<file path="config.mk">
export PLATFORM = sky130hd
export DESIGN_NAME = life_gen_engine
export DESIGN_NICKNAME = d
export VERILOG_FILES = /design/src/rtl/life_gen_engine.sv
export SDC_FILE = /design/constraint.sdc
export NUM_CORES = 1
export LEC_CHECK = 0
export BUFFER_PORTS_ARGS = -buffer_cell sky130_fd_sc_hd__buf_4
export CAP_MARGIN = 40
export CORE_ASPECT_RATIO = 1.75
export CORE_MARGIN = 10
export CORE_UTILIZATION = 62
export CTS_BUF_LIST = sky130_fd_sc_hd__clkbuf_4
export CTS_CLUSTER_DIAMETER = 120
export DETAILED_ROUTE_END_ITERATION = 6
export HOLD_SLACK_MARGIN = 0.12
export PLACE_DENSITY = 0.81
export RECOVER_POWER = 50
export SLEW_MARGIN = 20
export SYNTH_ARGS = -nofsm -noshare
export SYNTH_HDL_FRONTEND = slang
export SYNTH_SLANG_ARGS = --single-unit
</file>
<file path="constraint.sdc">
create_clock -name clk -period 4.2 [get_ports clk]
set_clock_uncertainty 0.15 [all_clocks]
set_input_delay 0.84 -clock clk [delete_from_list [all_inputs] [get_ports clk]]
set_output_delay 0.84 -clock clk [all_outputs]
set_load 0.1 [all_outputs]
</file>
<file path="src/rtl/life_gen_engine.sv">
// Game-of-Life generation engine: scans the front board through a 1-cycle read port,
// counts toroidal neighbours per cell, writes the next state to the back board, then swaps.
module life_gen_engine #(
    parameter int unsigned MAP_WIDTH  = 8,
    parameter int unsigned MAP_HEIGHT = 8
) (
    input  logic        clk,
    input  logic        rst,
    input  logic        mode,
    input  logic        step,
    output logic [7:0]  rAddrR,
    output logic [7:0]  rAddrC,
    input  logic        rd_data,
    output logic [7:0]  wAddrR,
    output logic [7:0]  wAddrC,
    output logic        write_en,
    output logic        write_data,
    output logic        swap,
    output logic        busy,
    output logic [15:0] gen_count
);

    localparam logic [7:0] ROW_LAST = 8'(MAP_HEIGHT - 1);
    localparam logic [7:0] COL_LAST = 8'(MAP_WIDTH - 1);
    localparam logic [3:0] K_LAST   = 4'd8;
    localparam logic [3:0] K_CENTRE = 4'd4;

    typedef enum logic [2:0] {
        S_IDLE,
        S_READ,
        S_EVAL,
        S_WRITE,
        S_SWAP
    } state_t;

    state_t      state, state_n;
    logic        step_d;
    logic [3:0]  k, k_n;
    logic [7:0]  row, row_n;
    logic [7:0]  col, col_n;
    logic [3:0]  cnt, cnt_n;
    logic        centre, centre_n;
    logic [7:0]  raddr_r_n, raddr_c_n;
    logic [7:0]  waddr_r_n, waddr_c_n;
    logic        write_en_n, write_data_n;
    logic        swap_n, busy_n;
    logic [15:0] gen_count_n;
    logic        trigger_c;
    logic [3:0]  cnt_fin_c;
    logic        last_cell_c;

    // Neighbour row for scan index k: k 0-2 above, 3-5 same row, 6-8 below (wrapping).
    function automatic logic [7:0] nb_row(input logic [7:0] r, input logic [3:0] kk);
        logic [7:0] res;
        res = r;
        if (kk <= 4'd2)
            res = (r == 8'd0) ? ROW_LAST : r - 8'd1;
        else if (kk >= 4'd6)
            res = (r == ROW_LAST) ? 8'd0 : r + 8'd1;
        return res;
    endfunction

    // Neighbour column for scan index k: k%3 == 0 left, 1 same, 2 right (wrapping).
    function automatic logic [7:0] nb_col(input logic [7:0] c, input logic [3:0] kk);
        logic [7:0] res;
        res = c;
        if (kk == 4'd0 || kk == 4'd3 || kk == 4'd6)
            res = (c == 8'd0) ? COL_LAST : c - 8'd1;
        else if (kk == 4'd2 || kk == 4'd5 || kk == 4'd8)
            res = (c == COL_LAST) ? 8'd0 : c + 8'd1;
        return res;
    endfunction

    assign trigger_c   = step & ~step_d & mode & (state == S_IDLE);
    assign cnt_fin_c   = cnt + 4'(rd_data);
    assign last_cell_c = (row == ROW_LAST) && (col == COL_LAST);

    // Next-state and next-output logic; every registered output is computed here.
    always_comb begin
        state_n      = state;
        k_n          = k;
        row_n        = row;
        col_n        = col;
        cnt_n        = cnt;
        centre_n     = centre;
        raddr_r_n    = rAddrR;
        raddr_c_n    = rAddrC;
        waddr_r_n    = wAddrR;
        waddr_c_n    = wAddrC;
        write_en_n   = 1'b0;
        write_data_n = write_data;
        swap_n       = 1'b0;
        busy_n       = busy;
        gen_count_n  = gen_count;

        case (state)
            S_IDLE: begin
                if (trigger_c) begin
                    state_n   = S_READ;
                    busy_n    = 1'b1;
                    row_n     = 8'd0;
                    col_n     = 8'd0;
                    k_n       = 4'd0;
                    cnt_n     = 4'd0;
                    raddr_r_n = nb_row(8'd0, 4'd0);
                    raddr_c_n = nb_col(8'd0, 4'd0);
                end
            end
            S_READ: begin
                // Data arriving now belongs to scan index k-1.
                if (k != 4'd0) begin
                    if (k - 4'd1 == K_CENTRE)
                        centre_n = rd_data;
                    else
                        cnt_n = cnt_fin_c;
                end
                if (k == K_LAST) begin
                    state_n = S_EVAL;
                end else begin
                    k_n       = k + 4'd1;
                    raddr_r_n = nb_row(row, k + 4'd1);
                    raddr_c_n = nb_col(col, k + 4'd1);
                end
            end
            S_EVAL: begin
                state_n      = S_WRITE;
                write_en_n   = 1'b1;
                waddr_r_n    = row;
                waddr_c_n    = col;
                write_data_n = (cnt_fin_c == 4'd3) | (centre & (cnt_fin_c == 4'd2));
            end
            S_WRITE: begin
                if (last_cell_c) begin
                    state_n     = S_SWAP;
                    swap_n      = 1'b1;
                    gen_count_n = gen_count + 16'd1;
                end else begin
                    state_n = S_READ;
                    k_n     = 4'd0;
                    cnt_n   = 4'd0;
                    if (col == COL_LAST) begin
                        col_n = 8'd0;
                        row_n = row + 8'd1;
                    end else begin
                        col_n = col + 8'd1;
                    end
                    raddr_r_n = nb_row(row_n, 4'd0);
                    raddr_c_n = nb_col(col_n, 4'd0);
                end
            end
            S_SWAP: begin
                state_n = S_IDLE;
                busy_n  = 1'b0;
            end
            default: begin
                state_n = S_IDLE;
                busy_n  = 1'b0;
            end
        endcase

        // Leaving run mode mid-generation abandons it without a swap.
        if (!mode && (state == S_READ || state == S_EVAL || state == S_WRITE)) begin
            state_n     = S_IDLE;
            busy_n      = 1'b0;
            write_en_n  = 1'b0;
            swap_n      = 1'b0;
            gen_count_n = gen_count;
        end
    end

    always_ff @(posedge clk or negedge rst) begin
        if (!rst) begin
            state      <= S_IDLE;
            step_d     <= 1'b0;
            k          <= 4'd0;
            row        <= 8'd0;
            col        <= 8'd0;
            cnt        <= 4'd0;
            centre     <= 1'b0;
            rAddrR     <= 8'd0;
            rAddrC     <= 8'd0;
            wAddrR     <= 8'd0;
            wAddrC     <= 8'd0;
            write_en   <= 1'b0;
            write_data <= 1'b0;
            swap       <= 1'b0;
            busy       <= 1'b0;
            gen_count  <= 16'd0;
        end else begin
            state      <= state_n;
            step_d     <= step;
            k          <= k_n;
            row        <= row_n;
            col        <= col_n;
            cnt        <= cnt_n;
            centre     <= centre_n;
            rAddrR     <= raddr_r_n;
            rAddrC     <= raddr_c_n;
            wAddrR     <= waddr_r_n;
            wAddrC     <= waddr_c_n;
            write_en   <= write_en_n;
            write_data <= write_data_n;
            swap       <= swap_n;
            busy       <= busy_n;
            gen_count  <= gen_count_n;
        end
    end

endmodule

</file>
==> out/metrics.yaml, run 1 <==
outcome:
  status: "finished with violations"
  violations: "max-capacitance violations, max-slew violations"
sta:
  max_freq_mhz: 282
  rsz0062_at_grt: "no"
  final.setup.worst_slack_ns: 0.659
  finalCritPeriodShare_pct: 84.3
  hold_viol: 0
  tightestPinTransition_ns: 2.03
  finalSetupTns_ns: 0
  fin_crit_ns: 3.54
  setup_viol: 0
  relSlewSlack_pct: -35.5
  slew_violations: 40
  timing.hold.ws_ns: 0.330
finish:
  fin_area_sq_um: 5930
  layout.nets: 669
  area_delta_synth_final_pct: 9.77
  num-fill-cells: 761
  multi_input_area_sq_um: 3110
  final_common_cell: "dfrtp_1"
  layout_common_cells: "dfrtp_1, nand2_1, nor2_1"
  seqCellArea_sq_um: 2030
  drive_above_1_share_pct: 14.7
  final_core_util_pct: 68.9
worst_setup_path:
  crit_arrival_ns: 3.76
  cp-end-kind: "flip-flop"
  path_max_fanout: 16
  critPathLaunchType: "flip-flop"
  critPathKind: "reg -> reg"
  critPathRequiredTime_ns: 4.42
route:
  postRouteWirelength_microns: 15500
  drt_pass1_iterations: 7
  drc: 0
  num_vias: 4961
  post_drt_via_cell_ratio: 6.43
  wire_per_inst_microns: 20.0
  initialDrtViolationCount: 385
  antenna_left: 0
clock_tree:
  hold_buffers: 0
  cts_sinks: 81
  clock_latency_ns: 0.47
  clkTransAtPathRegs_ns: 0.13
  numCtsBuffers: 9
  root_buffer: "clkbuf_4"
  cts_setup_buffers: 0
  cts_resized: 0
  clockBufferDepth: 2
  h-tree-depth: 3
  cts_tree: "built"
die:
  die_area_sq_um: 13000
  core_sq_um: 8610
  ioPinCount: 57
  start_util_pct: 62.7
  fp.dieW_microns: 90.6
  die_h_microns: 144
  row_count: 45
placed_design:
  port_buffers: 56
  place_ws_ns: 0.731
  place_congestion: 0.996
  dp_hpwl_microns: 11400
  post_dp_cell_area_sq_um: 5870
yosys:
  synth_cell_types: 76
  ys_async_sr_fraction_pct: 100
  syn_area_sq_um: 5410
  yosys_warnings: 0
  synth.avg_cell_area_sq_um: 8.75
  yosys-top-cells-area: "dfrtp_1, xnor2_1, mux2_2"
  yosys_most_used_dff: "dfrtp_1"
  ys_seq_area_share_pct: 37.5
  netlist.area_leader.share_pct: 37.5
  synth_fp_nets: 638
  synth_edf_count: 0
  ys_seq_elements: 81
  synth_cells: 618
  synth_largest_area_cell: "dfrtp_1"
worst_hold_path:
  hold_class: "reg -> reg"
power:
  power_leakage_nw: 2.57
  powerDensity_nw_per_um2: 553
  vdd_drop_max_uv: 332
global_route:
  antenna_found_initial: 1
  grt_pass1_vias: 4854
  grt_usage_pct: 23.5
  grt_max_degree: 44
  grt_pass1_wl_microns: 24800
  grt_overflow: 0
run:
  max_cap_violations: 1
-- kinds of logic after synthesis --
group                    share of synthesized area, %
AO/OA/AOI/OAI                                    20.0
XOR/XNOR                                         7.13
adder cells (fa/ha/maj)                          3.47
buffers and inverters                            5.02
flip-flops                                       37.5
multiplexers                                     4.14
AND/OR/NAND/NOR                                  22.8
-- flip-flops by register name, indices dropped and copies added (netlist names) --
| register | count |
|---|---|
| wAddrR | 8 |
| row | 8 |
| rAddrR | 8 |
| centre | 1 |
| gen_count | 16 |
| col | 8 |
| state | 3 |
| k | 4 |
| write_data | 1 |
| busy | 1 |
| rAddrC | 8 |
| step_d | 1 |
| write_en | 1 |
| wAddrC | 8 |
| swap | 1 |
| cnt | 4 |
-- synthesized netlist by cell type (9+ instances only) --
cell / n
nand4_1: 15
nand3_1: 22
nor2_1: 48
a211oi_1: 9
o22ai_1: 9
ha_1: 15
mux2_2: 19
a21oi_1: 26
xnor2_1: 29
xor2_1: 15
nor3_1: 18
dfrtp_1: 81
inv_1: 19
clkbuf_1: 36
o21ai_1: 13
o21ai_0: 32
nand2_1: 54
and3_1: 11
a31oi_1: 14
buf_2: 10
-- per-layer routing --
layer  share of wire, %  global-route usage (%)
met4                4.0                    13.0
met2                 51                    41.5
met1                 39                    25.9
met3                6.1                    4.44
met5                  0                       0
-- where the power goes --
group          switching, mW  internal (mW)  leakage, nW
combinational           1.28          0.483         1.41
clock                  0.273          0.244       0.0777
sequential             0.116          0.883         1.08
-- worst paths after layout --
check / from / cells after the start / slack (ns) / endpoint
max: col[0] / 10 / 0.66 / rAddrR[4]
min: gen_count[15] / 1 / 0.33 / gen_count[15]
max reg2reg: col[0] / 10 / 0.66 / rAddrR[4]
min reg2reg: gen_count[15] / 1 / 0.33 / gen_count[15]
max in group asynchronous: rst / 2 / 1.18 / rAddrC[1]
min in group asynchronous: rst / 1 / 0.78 / rAddrR[4]
-- worst max-delay path, cell delays in order, from the launching register on --
cell and delay, ns:
dfrtp_1 0.67, ha_1 0.55, and4bb_2 0.41, and2_1 0.26, nor2_1 0.07, a21oi_1 0.17, ha_1 0.25, nor2_1 0.06
o41a_1 0.40, xnor2_1 0.14, a221o_1 0.33
-- through the flow --
step / instances / power [mW]
floorplan: 618 / 2.32
global placement: 754 / 2.76
detailed placement: 755 / 2.78
CTS: 771 / 3.30
global route: 772 / 3.46
finish: 772 / 3.28
-- cell type report --
class | instances | share of cell area (%)
tap | 117 | 2.47
timing repair buffer | 68 | 7.11
clock buffer | 10 | 1.27
antenna | 1 | 0.0422
clock inverter | 6 | 1.39
multi-input combinational | 470 | 52.4
inverter | 19 | 1.20
sequential | 81 | 34.2
No activity file was read; power rests on OpenSTA's default activity.
==> inputs of run 2 (changes only) <==
--- a/config.mk
+++ b/config.mk
@@ -9,12 +9,12 @@
 export CAP_MARGIN = 40
 export CORE_ASPECT_RATIO = 1.75
 export CORE_MARGIN = 10
-export CORE_UTILIZATION = 62
+export CORE_UTILIZATION = 56
 export CTS_BUF_LIST = sky130_fd_sc_hd__clkbuf_4
 export CTS_CLUSTER_DIAMETER = 120
 export DETAILED_ROUTE_END_ITERATION = 6
 export HOLD_SLACK_MARGIN = 0.12
-export PLACE_DENSITY = 0.81
+export PLACE_DENSITY = 0.78
 export RECOVER_POWER = 50
 export SLEW_MARGIN = 20
 export SYNTH_ARGS = -nofsm -noshare
==> constraint.sdc (replaced) <==
create_clock -name clk -period 3 [get_ports clk]
set_clock_uncertainty 0.15 [all_clocks]
set_input_delay 0.6 -clock clk [delete_from_list [all_inputs] [get_ports clk]]
set_output_delay 0.6 -clock clk [all_outputs]
set_load 0.1 [all_outputs]
==> run 2 against run 1 <==
The flow now finishes without violations. Flip-flop and latch count did not move. Fmax rose by 23%. Worst hold slack got worse by 0.083 ns. Wire length fell by 1.6%. Via count rose by 0.42%. Clock power rose by 6.4%. Combinational power rose by 45%. Global-route usage fell by 1.8 points. First-iteration DRC count rose by 6.2%. Register-to-register slack got worse by 0.53 ns. Worst setup slack got worse by 0.53 ns. Largest power group unchanged.
==> out/metrics.yaml, run 2 (synthesis gave the netlist of run 1 again) <==
outcome:
  status: "complete, no violations"  # was finished with violations
clock_tree:
  cts_sinks: 81  # unchanged
  cts_setup_buffers: 0  # unchanged
  clkTransAtPathRegs_ns: 0.13  # about the same
  cts_tree: "built"  # unchanged
  clock_latency_ns: 0.44  # was 0.47 ns
  clockBufferDepth: 2  # unchanged
  numCtsBuffers: 9  # unchanged
  h-tree-depth: 3  # unchanged
  root_buffer: "clkbuf_4"  # unchanged
route:
  postRouteWirelength_microns: 15200  # was 15,500 microns
  initialDrtViolationCount: 409  # was 385
  num_vias: 4982  # was 4,961
  wl_met1_microns: 5950  # was 6010 microns
  drc: 0  # unchanged
  dr.max_layer_used: "met4"  # unchanged
  drt_pass1_iterations: 5  # was 7
  antenna_left: 0  # unchanged
  wire_per_inst_microns: 19.0  # was 20.0 microns
  wl_met2_microns: 7700  # was 7890 microns
  routed-wl-met3_microns: 974  # was 941 microns
  post_drt_via_cell_ratio: 6.22  # was 6.43
sta:
  slew_violations: 0  # was 40
  hold_viol: 0  # unchanged
  max_freq_mhz: 348  # was 282 MHz
  finalCritPeriodShare_pct: 95.8  # was 84.3%
  fin_crit_ns: 2.87  # was 3.54 ns
  relSlewSlack_pct: 21.8  # was -35.5%
  finalSetupTns_ns: 0  # unchanged
  setup_viol: 0  # unchanged
  rsz0062_at_grt: "no"  # unchanged
  tightestPinTransition_ns: 1.18  # was 2.03 ns
finish:
  drive_above_1_share_pct: 20.4  # was 14.7%
  regMostFlops: "gen_count"  # unchanged
  layout.nets: 694  # was 669
  area_delta_synth_final_pct: 13.5  # was 9.77%
  layout_common_cells: "dfrtp_1, buf_4, nand2_1"  # was dfrtp_1, nand2_1, nor2_1
  largest_register_ffs: 16  # unchanged
worst_setup_path:
  path_delay_family: "simple AND/OR/NAND/NOR gates"  # was compound AO/OA/AOI/OAI gates
  path_depth: 7  # was 10
  crit_path_max_incr_delay_ns: 0.64  # was 0.67 ns
  path_max_fanout: 12  # was 16
  rr_worst_depth: 7  # was 10
  rrSetupSlack_ns: 0.13  # was 0.66 ns
  critPathSlowestCell: "or4b_2"  # was dfrtp_1
  cp-end-kind: "flip-flop"  # unchanged
  r2r_end: "rAddrC[4]"  # was rAddrR[4]
  critPathLaunchType: "flip-flop"  # unchanged
  crit_arrival_ns: 3.10  # was 3.76 ns
  rr_startpoint: "k[0]"  # was col[0]
  critPathRequiredTime_ns: 3.23  # was 4.42 ns
  critPathKind: "reg -> reg"  # unchanged
  endpoint: "rAddrC[4]"  # was rAddrR[4]
  critical_path_buf_inv_count: 0  # unchanged
  cp_cell_sequence: "ha_1 > or4b_2 > o211ai_1 > a311oi_1 > nor3_1 > mux2_2 > o22ai_1"  # was ha_1 > and4bb_2 > and2_1 > nor2_1 > a21oi_1 > ha_1 > nor2_1 > o41a_1 > xnor2_1 > a221o_1
  startpoint: "k[0]"  # was col[0]
run:
  max_cap_violations: 0  # was 1
placed_design:
  port_buffers: 56  # unchanged
  dp_hpwl_microns: 11300  # was 11,400 microns
  place_congestion: 0.890  # was 0.996
worst_hold_path:
  hold_class: "in -> reg"  # was reg -> reg
die:
  die_h_microns: 150  # was 144 microns
  ioPinCount: 57  # unchanged
  fp.dieW_microns: 94.3  # was 90.6 microns
  die_area_sq_um: 14100  # was 13,000 sq um
  core_sq_um: 9470  # was 8610 sq um
  start_util_pct: 57.1  # was 62.7%
  row_count: 47  # was 45
power:
  powerDensity_nw_per_um2: 734  # was 553 nW/um^2
  power_leakage_nw: 2.75  # was 2.57 nW
  vdd_drop_max_uv: 571  # was 332 uV
  totalPowerFinal_mw: 4.51  # was 3.28 mW
global_route:
  grt_pass1_vias: 4962  # was 4,854
  grt_pass1_wl_microns: 24800  # about the same
  antenna_found_initial: 1  # unchanged
  grt_max_degree: 45  # was 44
  grt_usage_pct: 21.7  # was 23.5%
  grt_overflow: 0  # unchanged
run 2: per-layer routing:
metal / GRT usage [%] / vias to the layer above
met5: 0 / -
li1: - / 2349
met3: 5.17 / 42
met2: 36.6 / 186
met1: 24.7 / 2405
met4: 10.7 / 0
run 2: how the worst min path moves through the flow:
stage	from	endpoint	slack, ns	cells past startpoint
4_1_cts	rd_data	centre	0.23	2
6_report	rd_data	centre	0.25	2
3_5_place_dp	rAddrR[2]	rAddrR[2]	0.34	1
3_3_place_gp	gen_count[15]	gen_count[15]	0.31	1
2_1_floorplan	rst	busy	0.15	0
5_1_grt	rd_data	centre	0.23	2
run 2: where the power goes:
part	internal [mW]	total, mW	switching (mW)
Sequential	1.24	1.40	0.163
Clock	0.161	0.550	0.389
Combinational	0.758	2.56	1.80
run 2: worst register-to-register path: stages (launching register included):
cell and delay, ns:
dfrtp_1 0.53, ha_1 0.39, or4b_2 0.65, o211ai_1 0.15, a311oi_1 0.14, nor3_1 0.27, mux2_2 0.37, o22ai_1 0.16
run 2: metrics by stage:
step	setup slack (ns)	instances	util, %	cell area [sq um]	hold WS [ns]
after floorplan	0.00993	618	-	5410	0.154
after global placement	0.248	782	63.7	6030	0.312
after detailed placement	0.158	783	64.0	6060	0.335
after CTS	0.144	800	65.3	6180	0.226
after global routing	0.0393	801	64.8	6140	0.233
final	0.127	801	64.8	6140	0.247
run 2: area by class of cell:
| type | instances | area (sq um) |
|---|---|---|
| Antenna cell | 1 | 2.50 |
| Sequential cell | 81 | 2030 |
| Fill cell | 818 | 3330 |
| Clock buffer | 9 | 67.6 |
| Timing Repair Buffer | 93 | 668 |
| Inverter | 19 | 71.3 |
| Clock inverter | 6 | 36.3 |
| Tap cell | 122 | 153 |
| Multi-Input combinational cell | 470 | 3110 |
run 2: repair_timing:
action / CTS / global route
hold buffers: 2 / 0
setup endpoints to repair: 0 / 4
resized for setup: 0 / 3
endpoints found under the hold margin: 38 / 0
